## src/rtl/lane_dly_step_ctrl_pkg.sv

```systemverilog
// Shared types and encodings for the lane delay-line step controller.
package lane_dly_step_ctrl_pkg;

   typedef enum logic [2:0] {
      StIdle,
      StSetup,
      StPulse,
      StGap,
      StPrePause,
      StLoad,
      StPostPause,
      StDone
   } state_e;

   typedef enum logic [1:0] {
      RspOk          = 2'b00,
      RspOutOfRange  = 2'b01,
      RspSaturated   = 2'b10
   } rsp_status_e;

   localparam logic OpMove = 1'b0;
   localparam logic OpLoad = 1'b1;
   localparam logic SelRx  = 1'b0;
   localparam logic SelTx  = 1'b1;

   // True when one more step in the given direction would leave 0..255.
   function automatic logic step_blocked(logic [7:0] tap, logic dir);
      return dir ? (tap == 8'hFF) : (tap == 8'h00);
   endfunction

endpackage

```

## src/rtl/lane_dly_step_ctrl_if.sv

```systemverilog
// Command/response handshake between a requester and the step controller.
interface lane_dly_step_ctrl_if;

   logic       cmd_valid;
   logic       cmd_ready;
   logic       cmd_op;
   logic       cmd_sel;
   logic       cmd_dir;
   logic [7:0] cmd_taps;
   logic       rsp_valid;
   logic [1:0] rsp_status;
   logic [7:0] rsp_steps;

   modport master (
      output cmd_valid, cmd_op, cmd_sel, cmd_dir, cmd_taps,
      input  cmd_ready, rsp_valid, rsp_status, rsp_steps
   );

   modport slave (
      input  cmd_valid, cmd_op, cmd_sel, cmd_dir, cmd_taps,
      output cmd_ready, rsp_valid, rsp_status, rsp_steps
   );

endinterface

```

## src/rtl/lane_tap_counter.sv

```systemverilog
// 8-bit saturating up/down tap counter with synchronous clear.
module lane_tap_counter (
   input  logic       clk,
   input  logic       rst_n,
   input  logic       clr,
   input  logic       inc,
   input  logic       dec,
   output logic [7:0] tap
);

   logic [7:0] tap_q, tap_d;

   // Clear wins; simultaneous inc/dec holds; ends of range hold.
   always_comb begin
      tap_d = tap_q;
      if (clr) begin
         tap_d = 8'd0;
      end else if (inc && !dec && (tap_q != 8'hFF)) begin
         tap_d = tap_q + 8'd1;
      end else if (dec && !inc && (tap_q != 8'h00)) begin
         tap_d = tap_q - 8'd1;
      end
   end

   // Tap state register.
   always_ff @(posedge clk or negedge rst_n) begin
      if (!rst_n) begin
         tap_q <= 8'd0;
      end else begin
         tap_q <= tap_d;
      end
   end

   assign tap = tap_q;

endmodule

```

## src/rtl/lane_dly_step_ctrl.sv

```systemverilog
// Sequences MOVE and LOAD operations on the RX/TX DQS delay lines of a lane
// controller, tracking the tap offset of each line.
module lane_dly_step_ctrl
   import lane_dly_step_ctrl_pkg::*;
#(
   parameter int unsigned MOVE_GAP     = 4,
   parameter int unsigned PAUSE_CYCLES = 2
) (
   input  logic                        fab_clk,
   input  logic                        reset_n,
   lane_dly_step_ctrl_if.slave         cmd_bus,
   output logic                        delay_line_sel,
   output logic                        delay_line_load,
   output logic                        delay_line_direction,
   output logic                        delay_line_move,
   output logic                        hs_io_clk_pause,
   input  logic                        rx_delay_line_out_of_range,
   input  logic                        tx_delay_line_out_of_range,
   output logic [7:0]                  rx_tap,
   output logic [7:0]                  tx_tap
);

   localparam logic [3:0] GapLast   = 4'(MOVE_GAP - 1);
   localparam logic [3:0] PauseLast = 4'(PAUSE_CYCLES - 1);

   state_e      state_q, state_d;
   logic        sel_q, sel_d;
   logic        dir_q, dir_d;
   logic [7:0]  rem_q, rem_d;
   logic [7:0]  steps_q, steps_d;
   logic [3:0]  cnt_q, cnt_d;
   rsp_status_e fin_status;
   logic        step_en, clr_en;

   logic        cmd_ready_q, rsp_valid_q;
   rsp_status_e rsp_status_q;
   logic [7:0]  rsp_steps_q;
   logic        move_q, load_q, pause_q, dl_sel_q, dl_dir_q;

   logic        sel_oor;
   logic [7:0]  sel_tap, tap_after;
   logic        line_active_d, move_active_d;

   // Only the selected line's range flag and tap value matter.
   assign sel_oor   = sel_q ? tx_delay_line_out_of_range : rx_delay_line_out_of_range;
   assign sel_tap   = sel_q ? tx_tap : rx_tap;
   assign tap_after = dir_q ? (sel_tap + 8'd1) : (sel_tap - 8'd1);

   lane_tap_counter u_rx_cnt (
      .clk   (fab_clk),
      .rst_n (reset_n),
      .clr   (clr_en && (sel_q == SelRx)),
      .inc   (step_en && (sel_q == SelRx) && dir_q),
      .dec   (step_en && (sel_q == SelRx) && !dir_q),
      .tap   (rx_tap)
   );

   lane_tap_counter u_tx_cnt (
      .clk   (fab_clk),
      .rst_n (reset_n),
      .clr   (clr_en && (sel_q == SelTx)),
      .inc   (step_en && (sel_q == SelTx) && dir_q),
      .dec   (step_en && (sel_q == SelTx) && !dir_q),
      .tap   (tx_tap)
   );

   // Next-state logic: command capture, pulse/gap sequencing, load pause window.
   always_comb begin
      state_d    = state_q;
      sel_d      = sel_q;
      dir_d      = dir_q;
      rem_d      = rem_q;
      steps_d    = steps_q;
      cnt_d      = cnt_q;
      fin_status = RspOk;
      step_en    = 1'b0;
      clr_en     = 1'b0;
      unique case (state_q)
         StIdle: begin
            if (cmd_bus.cmd_valid && cmd_ready_q) begin
               sel_d   = cmd_bus.cmd_sel;
               dir_d   = cmd_bus.cmd_dir;
               rem_d   = cmd_bus.cmd_taps;
               steps_d = 8'd0;
               if (cmd_bus.cmd_op == OpLoad) begin
                  state_d = StPrePause;
                  cnt_d   = PauseLast;
               end else if (cmd_bus.cmd_taps == 8'd0) begin
                  state_d = StDone;
               end else begin
                  state_d = StSetup;
               end
            end
         end
         StSetup: begin
            if (step_blocked(sel_tap, dir_q)) begin
               state_d    = StDone;
               fin_status = RspSaturated;
            end else begin
               state_d = StPulse;
            end
         end
         StPulse: begin
            state_d = StGap;
            cnt_d   = GapLast;
         end
         StGap: begin
            if (sel_oor) begin
               state_d    = StDone;
               fin_status = RspOutOfRange;
            end else if (cnt_q == 4'd0) begin
               step_en = 1'b1;
               steps_d = steps_q + 8'd1;
               rem_d   = rem_q - 8'd1;
               if (rem_q == 8'd1) begin
                  state_d = StDone;
               end else if (step_blocked(tap_after, dir_q)) begin
                  // Next step would leave range: stop before pulsing it.
                  state_d    = StDone;
                  fin_status = RspSaturated;
               end else begin
                  state_d = StPulse;
               end
            end else begin
               cnt_d = cnt_q - 4'd1;
            end
         end
         StPrePause: begin
            if (cnt_q == 4'd0) begin
               state_d = StLoad;
            end else begin
               cnt_d = cnt_q - 4'd1;
            end
         end
         StLoad: begin
            clr_en  = 1'b1;
            state_d = StPostPause;
            cnt_d   = PauseLast;
         end
         StPostPause: begin
            if (cnt_q == 4'd0) begin
               state_d = StDone;
            end else begin
               cnt_d = cnt_q - 4'd1;
            end
         end
         StDone: begin
            state_d = StIdle;
         end
         default: begin
            state_d = StIdle;
         end
      endcase
   end

   // FSM and command working registers.
   always_ff @(posedge fab_clk or negedge reset_n) begin
      if (!reset_n) begin
         state_q <= StIdle;
         sel_q   <= 1'b0;
         dir_q   <= 1'b0;
         rem_q   <= 8'd0;
         steps_q <= 8'd0;
         cnt_q   <= 4'd0;
      end else begin
         state_q <= state_d;
         sel_q   <= sel_d;
         dir_q   <= dir_d;
         rem_q   <= rem_d;
         steps_q <= steps_d;
         cnt_q   <= cnt_d;
      end
   end

   assign line_active_d = (state_d == StSetup) || (state_d == StPulse) || (state_d == StGap) ||
                          (state_d == StPrePause) || (state_d == StLoad) ||
                          (state_d == StPostPause);
   assign move_active_d = (state_d == StSetup) || (state_d == StPulse) || (state_d == StGap);

   // Outputs registered from next state so they line up with state_q.
   always_ff @(posedge fab_clk or negedge reset_n) begin
      if (!reset_n) begin
         cmd_ready_q  <= 1'b0;
         rsp_valid_q  <= 1'b0;
         rsp_status_q <= RspOk;
         rsp_steps_q  <= 8'd0;
         move_q       <= 1'b0;
         load_q       <= 1'b0;
         pause_q      <= 1'b0;
         dl_sel_q     <= 1'b0;
         dl_dir_q     <= 1'b0;
      end else begin
         cmd_ready_q <= (state_d == StIdle);
         rsp_valid_q <= (state_d == StDone);
         if (state_d == StDone) begin
            rsp_status_q <= fin_status;
            rsp_steps_q  <= steps_d;
         end
         move_q   <= (state_d == StPulse);
         load_q   <= (state_d == StLoad);
         pause_q  <= (state_d == StPrePause) || (state_d == StLoad) ||
                     (state_d == StPostPause);
         dl_sel_q <= line_active_d && sel_d;
         dl_dir_q <= move_active_d && dir_d;
      end
   end

   assign cmd_bus.cmd_ready    = cmd_ready_q;
   assign cmd_bus.rsp_valid    = rsp_valid_q;
   assign cmd_bus.rsp_status   = rsp_status_q;
   assign cmd_bus.rsp_steps    = rsp_steps_q;
   assign delay_line_move      = move_q;
   assign delay_line_load      = load_q;
   assign hs_io_clk_pause      = pause_q;
   assign delay_line_sel       = dl_sel_q;
   assign delay_line_direction = dl_dir_q;

endmodule

```

## src/flat_wrapper.sv

```systemverilog
// flat-port wrapper written by rule: the top's interface ports become plain ports
module lane_dly_step_ctrl_flat import lane_dly_step_ctrl_pkg::*;
#(
   parameter int unsigned MOVE_GAP     = 4,
   parameter int unsigned PAUSE_CYCLES = 2
)
  (fab_clk, reset_n, delay_line_sel, delay_line_load, delay_line_direction, delay_line_move, hs_io_clk_pause, rx_delay_line_out_of_range, tx_delay_line_out_of_range, rx_tap, tx_tap, cmd_bus_cmd_valid, cmd_bus_cmd_op, cmd_bus_cmd_sel, cmd_bus_cmd_dir, cmd_bus_cmd_taps, cmd_bus_cmd_ready, cmd_bus_rsp_valid, cmd_bus_rsp_status, cmd_bus_rsp_steps);
  lane_dly_step_ctrl_if cmd_bus_i ();
  input  logic fab_clk;
  input  logic reset_n;
  output logic delay_line_sel;
  output logic delay_line_load;
  output logic delay_line_direction;
  output logic delay_line_move;
  output logic hs_io_clk_pause;
  input  logic rx_delay_line_out_of_range;
  input  logic tx_delay_line_out_of_range;
  output logic [7:0] rx_tap;
  output logic [7:0] tx_tap;
  input wire logic [$bits(cmd_bus_i.cmd_valid)-1:0] cmd_bus_cmd_valid;
  input wire logic [$bits(cmd_bus_i.cmd_op)-1:0] cmd_bus_cmd_op;
  input wire logic [$bits(cmd_bus_i.cmd_sel)-1:0] cmd_bus_cmd_sel;
  input wire logic [$bits(cmd_bus_i.cmd_dir)-1:0] cmd_bus_cmd_dir;
  input wire logic [$bits(cmd_bus_i.cmd_taps)-1:0] cmd_bus_cmd_taps;
  output wire logic [$bits(cmd_bus_i.cmd_ready)-1:0] cmd_bus_cmd_ready;
  output wire logic [$bits(cmd_bus_i.rsp_valid)-1:0] cmd_bus_rsp_valid;
  output wire logic [$bits(cmd_bus_i.rsp_status)-1:0] cmd_bus_rsp_status;
  output wire logic [$bits(cmd_bus_i.rsp_steps)-1:0] cmd_bus_rsp_steps;
  assign cmd_bus_i.cmd_valid = cmd_bus_cmd_valid;
  assign cmd_bus_i.cmd_op = cmd_bus_cmd_op;
  assign cmd_bus_i.cmd_sel = cmd_bus_cmd_sel;
  assign cmd_bus_i.cmd_dir = cmd_bus_cmd_dir;
  assign cmd_bus_i.cmd_taps = cmd_bus_cmd_taps;
  assign cmd_bus_cmd_ready = cmd_bus_i.cmd_ready;
  assign cmd_bus_rsp_valid = cmd_bus_i.rsp_valid;
  assign cmd_bus_rsp_status = cmd_bus_i.rsp_status;
  assign cmd_bus_rsp_steps = cmd_bus_i.rsp_steps;
  lane_dly_step_ctrl #(.MOVE_GAP(MOVE_GAP), .PAUSE_CYCLES(PAUSE_CYCLES)) u_core (.fab_clk(fab_clk), .reset_n(reset_n), .cmd_bus(cmd_bus_i), .delay_line_sel(delay_line_sel), .delay_line_load(delay_line_load), .delay_line_direction(delay_line_direction), .delay_line_move(delay_line_move), .hs_io_clk_pause(hs_io_clk_pause), .rx_delay_line_out_of_range(rx_delay_line_out_of_range), .tx_delay_line_out_of_range(tx_delay_line_out_of_range), .rx_tap(rx_tap), .tx_tap(tx_tap));
endmodule
```

## config.mk

```make
export PLATFORM = sky130hd
export DESIGN_NAME = lane_dly_step_ctrl_flat
export DESIGN_NICKNAME = d
export VERILOG_FILES = /design/src/rtl/lane_dly_step_ctrl_pkg.sv /design/src/rtl/lane_dly_step_ctrl_if.sv /design/src/rtl/lane_tap_counter.sv /design/src/rtl/lane_dly_step_ctrl.sv /design/src/flat_wrapper.sv
export SDC_FILE = /design/constraint.sdc
export NUM_CORES = 1
export LEC_CHECK = 0
export ABC_AREA = 1
export CAP_MARGIN = 40
export CORE_UTILIZATION = 35
export CTS_CLUSTER_SIZE = 10
export DETAILED_ROUTE_END_ITERATION = 10
export PLACE_DENSITY = 0.61
export SYNTH_ARGS = -nofsm -noshare
export SYNTH_HDL_FRONTEND = slang
export SYNTH_HIERARCHICAL = 1
export SYNTH_SLANG_ARGS = --single-unit
```

## constraint.sdc

```tcl
create_clock -name fab_clk -period 3.61 [get_ports fab_clk]
set_input_delay 0.5415 -clock fab_clk [delete_from_list [all_inputs] [get_ports fab_clk]]
set_output_delay 0.5415 -clock fab_clk [all_outputs]
set_load 0.01 [all_outputs]
```

# Word-level counts from Yosys, hierarchy flattened
# Index checks and enable logic that the tools add are counted.
# W data, S select, Z words.
totals:
  word_cells: 145
  in_bits: 16
  regBits: 58
op_classes:
  bitwise_logic: 1
  eq_ne: 23
  n_reduce_logical: 46
  n_addsub: 9
  mux: 49
ops:
  columns: ["op", "count"]
  rows:
  - ["$mux W8", 14]
  - ["$add A8 B1 Y8 const B", 4]
  - ["$pmux W8 S2", 2]
  - ["$sub A8 B1 Y8 const B", 4]
  - ["$mux W3", 10]
  - ["$eq A3 B3 Y1 const B", 8]
  - ["$logic_not A8 Y1", 3]
  - ["$pmux W3 S8", 1]
  - ["$pmux W4 S5", 1]
  - ["$logic_and A1 B1 Y1", 19]
  - ["$eq A8 B8 Y1 const B", 2]
  - ["$mux W4", 4]
  - ["$ne A8 B8 Y1 const B", 2]
  - ["$reduce_bool A8 Y1", 2]
  - ["$eq A3 B2 Y1 const B", 4]
  - ["$mux W1", 11]
  - ["$mux W2", 5]
  - ["$eq A8 B1 Y1 const B", 1]
  - ["$reduce_and A4 Y1", 2]
  - ["$logic_or A1 B1 Y1", 7]
  - ["$eq A3 B1 Y1 const B", 2]
  - ["$logic_not A3 Y1", 2]
  - ["$reduce_bool A3 Y1", 2]
  - ["$logic_not A1 Y1", 5]
  - ["9 further kinds", 11]

# Depth between registers and ports, before layout
# Gate-level depths: netlist of the first run.
depth:
  depth_word: 17
  ltp_mapped: 26

# Cells and area by module
# The synthesis of the first run kept the hierarchy.
modules_own_cells:
  columns: ["module", "cells_each", "area_each_um2", "seq_area_each_um2", "instances"]
  rows:
  - ["lane_dly_step_ctrl", 407, 2849.0, 1051.0, 1]
  - ["lane_tap_counter", 106, 738.2, 200.2, 2]

# Worst setup path after synthesis of the first run
# Ideal clock, no wire load.
synth_timing:
  kind: "register -> register"
  startpoint: "register u_core.cnt_q[0]"
  endpoint: "register u_core.u_rx_cnt.tap_q[6], in the netlist u_core/u_rx_cnt/tap[6]"
  stages_incl_launch_ff: 19
  arrival_ns: 2.731
  setup_time_ns: 0.117
  setup_slack_ns: 0.762
  path_buffers: 0
  path_cell_list: "dfrtp_1 inv_1 ha_1 nand3_1 nor2_1 inv_1 nor2_1 inv_1 nor3_1 nor2_4 nand2_4 inv_1 fa_1 o21ai_1 nand2_1 nand2_1 nand2_1 nand3_1 nand2_1"
synth_between:
  elab_chain_len: 11
  word_cells_on_any_way: 16
  cone_classes: "mux (5); reduce/logical (11)"
synth_lines:
  columns: ["item", "line", "text"]
  rows:
  - ["start, declared", "lane_dly_step_ctrl.sv:31", "logic [3:0] cnt_q, cnt_d;"]
  - ["start signal, assigned", "lane_dly_step_ctrl.sv:171", "cnt_q <= cnt_d;"]
  - ["$logic_not A4 Y1 *", "lane_dly_step_ctrl.sv:111", "end else if (cnt_q == 4'd0) begin"]
  - ["$mux W1 *", "lane_dly_step_ctrl.sv:111", null]
  - ["$mux W1 *", "lane_dly_step_ctrl.sv:108", "if (sel_oor) begin"]
  - ["$mux W1 *", "lane_dly_step_ctrl.sv:78", "unique case (state_q)"]
  - ["$logic_and A1 B1 Y1 *", "lane_dly_step_ctrl.sv:53, lane_dly_step_ctrl.sv:54", null]
  - ["$logic_and A1 B1 Y1", "lane_dly_step_ctrl.sv:54", ".dec (step_en && (sel_q == SelRx) && !dir_q),"]
  - ["$logic_not A1 Y1", "lane_tap_counter.sv:18", "end else if (inc && !dec && (tap_q != 8'hFF)) begin"]
  - ["$logic_and A1 B1 Y1 (2 in a row)", "lane_tap_counter.sv:18", null]
  - ["$mux W8", "lane_tap_counter.sv:18", null]
  - ["$mux W8", "lane_tap_counter.sv:16", "if (clr) begin"]
  - ["end signal, assigned", "lane_tap_counter.sv:30", "tap_q <= tap_d;"]
  - ["end, declared", "lane_tap_counter.sv:11", "logic [7:0] tap_q, tap_d;"]
# Every way passes the cells marked *; elsewhere a longest branch is shown, timed or not.
# A chain may end at the register's enable or synchronous reset.

# Worst setup path in the final report of the first run
layout_timing:
  startpoint: "register u_core.sel_q"
  endpoint: "register u_core.rsp_steps_q[7], in the netlist u_core/cmd_bus.rsp_steps[7]"
layout_between:
  elab_chain_len: 11
  word_cells_on_any_way: 20
  cone_classes: "add/sub (2); eq/ne (3); mux (13); reduce/logical (2)"
layout_lines:
  columns: ["item", "line", "text"]
  rows:
  - ["start, declared", "lane_dly_step_ctrl.sv:27", "logic sel_q, sel_d;"]
  - ["start signal, assigned", "lane_dly_step_ctrl.sv:167", "sel_q <= sel_d;"]
  - ["$mux W8", "lane_dly_step_ctrl.sv:46", "assign sel_tap = sel_q ? tx_tap : rx_tap;"]
  - ["$sub A8 B1 Y8 / $add A8 B1 Y8 (equally long branches)", "lane_dly_step_ctrl.sv:47", "assign tap_after = dir_q ? (sel_tap + 8'd1) : (sel_tap - 8'd1);"]
  - ["$mux W8", "lane_dly_step_ctrl.sv:47", null]
  - ["$eq A8 B8 Y1 / $logic_not A8 Y1 (equally long branches)", "lane_dly_step_ctrl_pkg.sv:28", "return dir ? (tap == 8'hFF) : (tap == 8'h00);"]
  - ["$mux W1", "lane_dly_step_ctrl_pkg.sv:28", null]
  - ["$mux W3", "lane_dly_step_ctrl.sv:117", "end else if (step_blocked(tap_after, dir_q)) begin"]
  - ["$mux W3", "lane_dly_step_ctrl.sv:115", "if (rem_q == 8'd1) begin"]
  - ["$mux W3", "lane_dly_step_ctrl.sv:111", null]
  - ["$mux W3", "lane_dly_step_ctrl.sv:108", null]
  - ["$pmux W3 S8", "lane_dly_step_ctrl.sv:78", null]
  - ["$eq A3 B3 Y1", "lane_dly_step_ctrl.sv:195", "if (state_d == StDone) begin"]
  - ["end signal, assigned", "lane_dly_step_ctrl.sv:197", "rsp_steps_q <= steps_d;"]
  - ["end, declared", "lane_dly_step_ctrl.sv:37", "logic [7:0] rsp_steps_q;"]
# Parallel ways exist; a longest one is shown, timed or not.

==> results.ini, run 1 <==
[synthesis]
ys_seq_elements=58
ys_types=43
syn-num-nets=662
synth_edf_count=0
synth.yosys.warnings=6
syn_avg_cell_area_um2=6.99
syn_area_mm2=0.00433
synth-seq-area-share=0.336
synth_cells=619
ys_async_sr_fraction=1.00
synth-main-ff-cell=dfrtp_1

[layout]
drive_above_1_share=0.0822
post-route-cell-area_mm2=0.00527
finalNonFillerCells=828
nFillCells=1241
layout_commonest_cell=nand2_1
most-common-layout-cells=nand2_1, inv_1, dfrtp_1, nor2_1, clkdlybuf4s50_1
register_area_mm2=0.00145
num-nets-final=719
multiInputGateArea_mm2=0.00246
area_delta_synth_final_pct=21.8
diodes=0

[clock_network]
root_buffer=clkbuf_16
cts-resized-gates=0
numCtsBuffers=9
htreeDepth=3
cts_tree=done
postCtsSetupBuffers=0
cts_hold_buf=0
clk_latency_ns=0.33
cts.clk_slew.worst_paths_ns=0.05
clock_sinks=58
cts_buffer_depth=2

[worst_setup_path]
start_kind=register
cp_max_fo=14
arrival_ns=3.45
cpMaxStageDelayCell=dfrtp_1
crit_chain=inv_2 > or2_2 > o21ai_1 > inv_1 > ha_1 > a21oi_1 > o21a_1 > nand2_1 > nand2_1 > nand2_1 > a21oi_2 > nand2_1 > nand3_1 > nand2_1 > nand2_1 > nand2_1 > nand2_1 > nand2_2 > nor2_4 > nand2_1 > nand2_1
r2r_cells=21
slowest_delay_ns=0.36
cp.required_ns=3.88
critPathKind=register to register
cpMostUsedCell=nand2_1
rrSetupSlack_ns=0.43
endpoint_kind=register

[worst_hold_path]
hold_class=input port to asynchronous set/reset pin

[drt]
drcViolationCount=0
drt_wl_total_um=10600
firstDrtPassIters=4
wl_per_cell_um=12.8
antenna_left=0
drt_iter0_drc=178
num_vias=4086
via_per_inst=4.93

[die]
io-pin-count=49
dieHeight_um=113
die_x_um=113
fp.dieArea_mm2=0.0128
start_util=0.360
core_mm2=0.0120
rows=40

[sta]
rsz0062_at_grt=false
skew_ns=0.00781
fmax_ghz=0.314
worst_pin_slew_ns=0.807
worst_slack_ns=0.429
finalSetupViolCount=0
slew_violations=0
hold_violations=0
timing.final.crit_share=0.881
setup-tns-final_ns=0
final.min_clock_period_ns=3.18
slew_headroom=0.459
hold-worst-slack_ns=0.0421

[global_route]
gr-usage-all-layers=0.178
grt_max_degree=37
grt_overflow=0
grt_pass1_wl_um=18100
antenna_found_initial=0
grt_pass1_vias=3950

[power_and_ir_drop]
leakagePower_nw=2.68
ir_worst_vdd_mv=0.261
powerDensity_mw_per_mm2=903

[place]
hpwl_um=8250
dp_slack_ns=0.175
placed_area_mm2=0.00499
port_buffers=48
dp_cells=812
routabilityCongestion=0.855

[outcome]
outcome=finished, final reports clean

[run]
drv_cap=0

## metrics by stage
step | utilization | total power [mW]
after floorplan | - | 3.18
after global placement | 0.414 | 3.88
after detailed placement | 0.415 | 3.96
after CTS | 0.439 | 4.78
after global routing | 0.439 | 5.27
final | 0.439 | 4.75
## flip-flops by register name, indices dropped and copies added, names as in the netlist, 2 cells and up
signal,count
u_core/cnt_q,4
u_core/steps_q,8
u_core/state_q,3
u_core/rem_q,8
u_core/u_tx_cnt/tap,8
u_core/u_rx_cnt/tap,8
u_core/cmd_bus.rsp_steps,8
u_core/cmd_bus.rsp_status,2
## area by class of cell
cell class,count,area share
Sequential cell,58,0.276
Clock inverter,6,0.00784
Timing Repair Buffer,55,0.103
Tap cell,147,0.0349
Clock buffer,10,0.0454
Inverter,94,0.0675
Multi-Input combinational cell,458,0.466
## worst paths after layout
kind | startpoint | to
hold / removal | reset_n | u_core/delay_line_move
hold reg to reg | u_core/cmd_bus.rsp_steps[2] | u_core/cmd_bus.rsp_steps[2]
max in group asynchronous | reset_n | u_core/u_rx_cnt/tap[0]
min in group fab_clk | u_core/cmd_bus.rsp_steps[2] | u_core/cmd_bus.rsp_steps[2]
setup / recovery | u_core/sel_q | u_core/cmd_bus.rsp_steps[7]
setup reg to reg | u_core/sel_q | u_core/cmd_bus.rsp_steps[7]
## Yosys cell counts (4+ instances only)
master	count	area (um2)
o21ai_0	32	160
nand2_4	4	45.0
xor2_1	8	70.1
or2_2	4	25.0
nor3_1	9	45.0
nand3b_1	7	52.6
nand2_2	7	43.8
nor4_1	4	25.0
o22ai_1	4	25.0
nand2_1	193	724
nand3_1	40	200
a21oi_1	24	120
nor2_1	50	188
nand4_1	6	37.5
o21ai_1	11	55.1
ha_1	25	313
dfrtp_1	58	1450
inv_1	91	342
## where the power goes
group	internal [mW]	switching [mW]	total, mW
clock network	0.482	0.312	0.793
logic	1.08	1.74	2.82
registers	0.893	0.253	1.15
total	2.45	2.30	4.75
## per-layer routing
layer | GRT usage | vias up | wire length, um
met5 | 0 | - | 0
met4 | 0.0632 | 0 | 163
met3 | 0.0321 | 12 | 391
met2 | 0.300 | 66 | 5040
met1 | 0.228 | 1908 | 4980
li1 | - | 2100 | -
## kinds of logic after synthesis
logic type                 after synthesis  synth area share
and+or+nand+nor                        333             0.342
DFF                                     58             0.336
xor gates and xnor gates                 8            0.0162
buffers and inverters                  103            0.0966
muxes                                    2           0.00463
adders and majority gates               27            0.0816
AOI/OAI and AO/OA                       88             0.123
## critical path, delay by kind of cell (launching register included)
kind | cells | cell delay, ns
DFF | 1 | 0.36
adders and majority gates | 1 | 0.33
AOI/OAI and AO/OA | 4 | 0.64
buffers and inverters | 2 | 0.25
and+or+nand+nor | 14 | 1.52
(Power assumes the default switching activity.)
==> run 2, diff against run 1 <==
Settings changed: CORE_UTILIZATION 35 to 56, GPL_TIMING_DRIVEN set to 0, PLACE_DENSITY 0.61 to 0.87.
==> run 2 against run 1 <==
  * Hold slack improved by 0.18 ns
  * Power is 0.96% higher
  * Cell count down 5.2%
  * Fmax decreased by 5.6%
  * Critical path depth fell by 3
  * Largest power group unchanged
==> results.ini, run 2 (synthesized netlist as in run 1, its figures left out) <==
[outcome]
outcome=finished, final reports clean

[global_route]
met2_usage=0.460
grt_pass1_vias=4218
grt_util_met1=0.351
grt_pass1_wl_um=18400
gr-usage-all-layers=0.281
met3_usage=0.0541
grt_max_degree=32
grt_overflow=0
antenna_found_initial=0
busiest_layer=met2

[drt]
drt_iter0_drc=393
drcViolationCount=0
firstDrtPassIters=5
antenna_left=0
drt_wl_total_um=10900
num_vias=4354
wl_per_cell_um=13.9
via_per_inst=5.55

[layout]
num-nets-final=724
most-common-layout-cells=nand2_1, inv_1, dfrtp_1, nor2_1, clkdlybuf4s50_1
layout_commonest_cell=nand2_1
drive_above_1_share=0.0933
area_delta_synth_final_pct=20.5
post-route-cell-area_mm2=0.00521
diodes=0

[power_and_ir_drop]
leakagePower_nw=2.68
powerDensity_mw_per_mm2=921
ir_worst_vdd_mv=0.398

[sta]
final.min_clock_period_ns=3.37
fmax_ghz=0.297
hold-worst-slack_ns=0.226
setup-tns-final_ns=0
rsz0062_at_grt=true
hold_violations=0
finalSetupViolCount=0
worst_pin_slew_ns=0.733
worst_slack_ns=0.241
skew_ns=0.0103
slew_violations=0
slew_headroom=0.508
timing.final.crit_share=0.933

[clock_network]
cts_tree=done
cts_hold_buf=0
clk_latency_ns=0.35
clock_sinks=58
cts_buffer_depth=2
htreeDepth=3
numCtsBuffers=9
root_buffer=clkbuf_8
cts.clk_slew.worst_paths_ns=0.07

[place]
routabilityCongestion=0.884
port_buffers=48
hpwl_um=7870
dp_slack_ns=-0.0761
placed_area_mm2=0.00494

[worst_setup_path]
rrSetupSlack_ns=0.24
worstSetupStartpoint=u_core/cnt_q[0]
cp_max_fo=10
start_kind=register
cp.required_ns=3.85
reg2reg_from=u_core/cnt_q[0]
critPathKind=register to register
arrival_ns=3.61
reg2reg_to=u_core/u_tx_cnt/tap[6]
slowest_delay_ns=0.43
cpMaxStageDelayCell=fa_1
crit_chain=inv_1 > ha_1 > nand3_1 > nor2_2 > inv_1 > nor2_1 > inv_1 > nor3_2 > nor2_4 > nand2_4 > inv_1 > fa_1 > o21ai_1 > nand2_1 > nand2_1 > nand2_1 > nand3_1 > nand2_1
r2r_cells=18
endpoint_kind=register

[die]
io-pin-count=49
dieHeight_um=89.9
rows=31
core_mm2=0.00737
die_x_um=89.9
fp.dieArea_mm2=0.00808
start_util=0.587

[worst_hold_path]
hold_class=input port to asynchronous set/reset pin

[run]
drv_cap=0

-- run 2: report_power, final --
group          switching [mW]  internal [mW]
sequential              0.254          0.891
combinational            1.82           1.14
clock                   0.288          0.408
-- run 2: layout make-up --
class                      count  area [um2]
inverter                      94         359
clock buffer                  10         138
tap                           99         124
clock inverter                 6        88.8
sequential                    58        1450
buffer                         8        58.8
fill                         604        2160
multi-input combinational    458        2470
timing repair buffer          52         518
-- run 2: worst max-delay path: cells and delay by family, from the launching register on --
family	cells	cell delay [ns]
AOI/OAI and AO/OA	1	0.24
buffers and inverters	4	0.53
adders and majority gates	2	0.60
DFF	1	0.36
and+or+nand+nor	11	1.51
-- run 2: how the worst max path moves through the flow --
stage / end / slack, ns / cells after the start
floorplan: u_core/u_rx_cnt/tap[6] / 0.76 / 18
global placement: u_core/u_tx_cnt/tap[6] / -0.02 / 18
detailed placement: u_core/u_rx_cnt/tap[6] / -0.08 / 18
CTS: u_core/u_tx_cnt/tap[6] / 0.08 / 18
global route: u_core/u_tx_cnt/tap[6] / -0.02 / 18
finish: u_core/u_tx_cnt/tap[6] / 0.24 / 18
-- run 2: through the flow --
step                      instances   util  total power [mW]
final                           785  0.707              4.80
after global routing            785  0.707              5.22
after CTS                       783  0.702              4.72
after detailed placement        767  0.671              3.98
after global placement          766  0.669              3.85
after floorplan                 619      -              3.18
-- run 2: routing by layer --
layer,up-vias,share of wire,wire [um]
met3,42,0.065,708
met1,2022,0.43,4660
met2,179,0.48,5200
met5,-,0,0
met4,0,0.034,374
li1,2111,-,-
-- run 2: what timing repair did --
action	CTS	global route
buffers inserted	0	3
setup endpoints to repair	0	9
gates resized for setup	0	5
==> run 3, diff against run 2 <==
Settings changed: MAX_ROUTING_LAYER set to met4.
==> run 3 against run 2 <==
  * Die area did not move
  * Hold slack got worse by 0.075 ns
  * Clock skew rose by 0.0064 ns
  * Sequential share of layout area fell by 0.073 points
  * Combinational power barely moved
  * Critical path depth did not move
  * Sequential power barely moved
  * Largest cell class unchanged
  * Register-to-register slack barely moved
  * Non-clock buffer count rose by 2
  * Critical endpoint unchanged
==> results.ini, run 3 (synthesized netlist as in run 1, its figures left out) <==
[layout]
num-nets-final=726
layout_commonest_cell=nand2_1
drive_above_1_share=0.0945
diodes=0
most-common-layout-cells=nand2_1, inv_1, dfrtp_1, nor2_1, clkdlybuf4s50_1
area_delta_synth_final_pct=20.8
nFillCells=593

[sta]
skew_ns=0.0167
hold_violations=0
slew_violations=0
timing.final.crit_share=0.932
worst_pin_slew_ns=0.747
final.min_clock_period_ns=3.37
fmax_ghz=0.297
setup-tns-final_ns=0
finalSetupViolCount=0
slew_headroom=0.499
worst_slack_ns=0.244
rsz0062_at_grt=false

[power_and_ir_drop]
p_total_mw=4.81
p_int_mw=2.43
clkPwrFrac=0.145
leakagePower_nw=2.68
ir_worst_vdd_mv=0.404
powerDensity_mw_per_mm2=920
p_sw_mw=2.37
comb_power_share=0.617
switching_share=0.494
p_seq_frac=0.238

[drt]
firstDrtPassIters=5
drt_wl_total_um=10900
via_per_inst=5.39
num_vias=4245
antenna_left=0
drcViolationCount=0
wl_per_cell_um=13.8
drt_iter0_drc=315

[die]
io-pin-count=49
die_x_um=89.9
fp.dieArea_mm2=0.00808
rows=31
dieHeight_um=89.9
core_mm2=0.00737
start_util=0.587

[worst_setup_path]
arrival_ns=3.61
cp.required_ns=3.85
start_kind=register
cp_max_fo=10
endpoint_kind=register
critPathKind=register to register

[clock_network]
clock_sinks=58
cts_tree=done
clk_latency_ns=0.36
cts.clk_slew.worst_paths_ns=0.07
cts_hold_buf=0
root_buffer=clkbuf_8
htreeDepth=3
cts_buffer_depth=2
numCtsBuffers=9

[global_route]
grt_overflow=0
antenna_found_initial=0
gr-usage-all-layers=0.282
grt_max_degree=39
grt_pass1_wl_um=17900
grt_pass1_vias=3977

[run]
drv_cap=0

[place]
dp_slack_ns=-0.0820
port_buffers=48
hpwl_um=7720
routabilityCongestion=0.890

[outcome]
outcome=finished, final reports clean

[worst_hold_path]
hold_class=input port to asynchronous set/reset pin

-- run 3: path summary, 6_finish.rpt --
check                                                 start                          end  slack [ns]  depth (start not counted)
worst min-delay path                                reset_n       u_core/u_rx_cnt/tap[4]        0.15                          1
worst min register to register  u_core/cmd_bus.rsp_steps[2]  u_core/cmd_bus.rsp_steps[2]        0.50                          2
min in group fab_clk            u_core/cmd_bus.rsp_steps[2]  u_core/cmd_bus.rsp_steps[2]        0.50                          2
max in group asynchronous                           reset_n            u_core/state_q[2]        2.87                          2
worst max-delay path                        u_core/cnt_q[0]       u_core/u_tx_cnt/tap[6]        0.24                         18
worst max register to register              u_core/cnt_q[0]       u_core/u_tx_cnt/tap[6]        0.24                         18
-- run 3: layout make-up --
type | count | area, um2 | area share
Tap cell | 99 | 124 | 0.0237
Inverter | 94 | 359 | 0.0687
Sequential cell | 58 | 1450 | 0.278
Buffer | 8 | 58.8 | 0.0113
Multi-Input combinational cell | 458 | 2470 | 0.473
Timing Repair Buffer | 54 | 533 | 0.102
Clock buffer | 9 | 124 | 0.0237
Clock inverter | 7 | 101 | 0.0194
-- run 3: critical path, cell delays in order, from the launching register on --
cell and delay [ns]:
dfrtp_1 0.36, inv_1 0.12, ha_1 0.16, nand3_1 0.19
nor2_2 0.26, inv_1 0.10, nor2_1 0.23, inv_1 0.21
nor3_2 0.25, nor2_4 0.08, nand2_4 0.17, inv_1 0.09
fa_1 0.42, o21ai_1 0.24, nand2_1 0.11, nand2_1 0.08
nand2_1 0.05, nand3_1 0.07, nand2_1 0.05
-- run 3: repair_timing --
action / 4_1_cts / 5_1_grt
buffers inserted: 0 / 5
setup endpoints to repair: 0 / 6
gates resized for setup: 0 / 5
-- run 3: power groups by stage --
stage          Combinational [mW]  Sequential (mW)  Clock (mW)
4_1_cts                      2.88             1.12       0.705
2_1_floorplan                2.05             1.13           0
6_report                     2.96             1.15       0.696
3_3_place_gp                 2.72             1.13           0
5_1_grt                      3.32             1.17       0.726
3_5_place_dp                 2.84             1.13           0
-- run 3: metrics by stage --
step | instances | hold WS, ns | instance area, um2 | utilization
after floorplan | 619 | 0.246 | 4330 | -
after global placement | 766 | 0.468 | 4930 | 0.669
after detailed placement | 767 | 0.478 | 4940 | 0.671
after CTS | 783 | 0.153 | 5170 | 0.702
after global routing | 787 | 0.184 | 5230 | 0.709
final | 787 | 0.151 | 5230 | 0.709
-- run 3: per-layer routing --
layer / share of wire / track usage / vias up
met4: 0.024 / 0.120 / 0
met2: 0.48 / 0.451 / 149
met3: 0.051 / 0.0474 / 25
li1: - / - / 2113
met5: 0 / - / -
met1: 0.44 / 0.356 / 1958
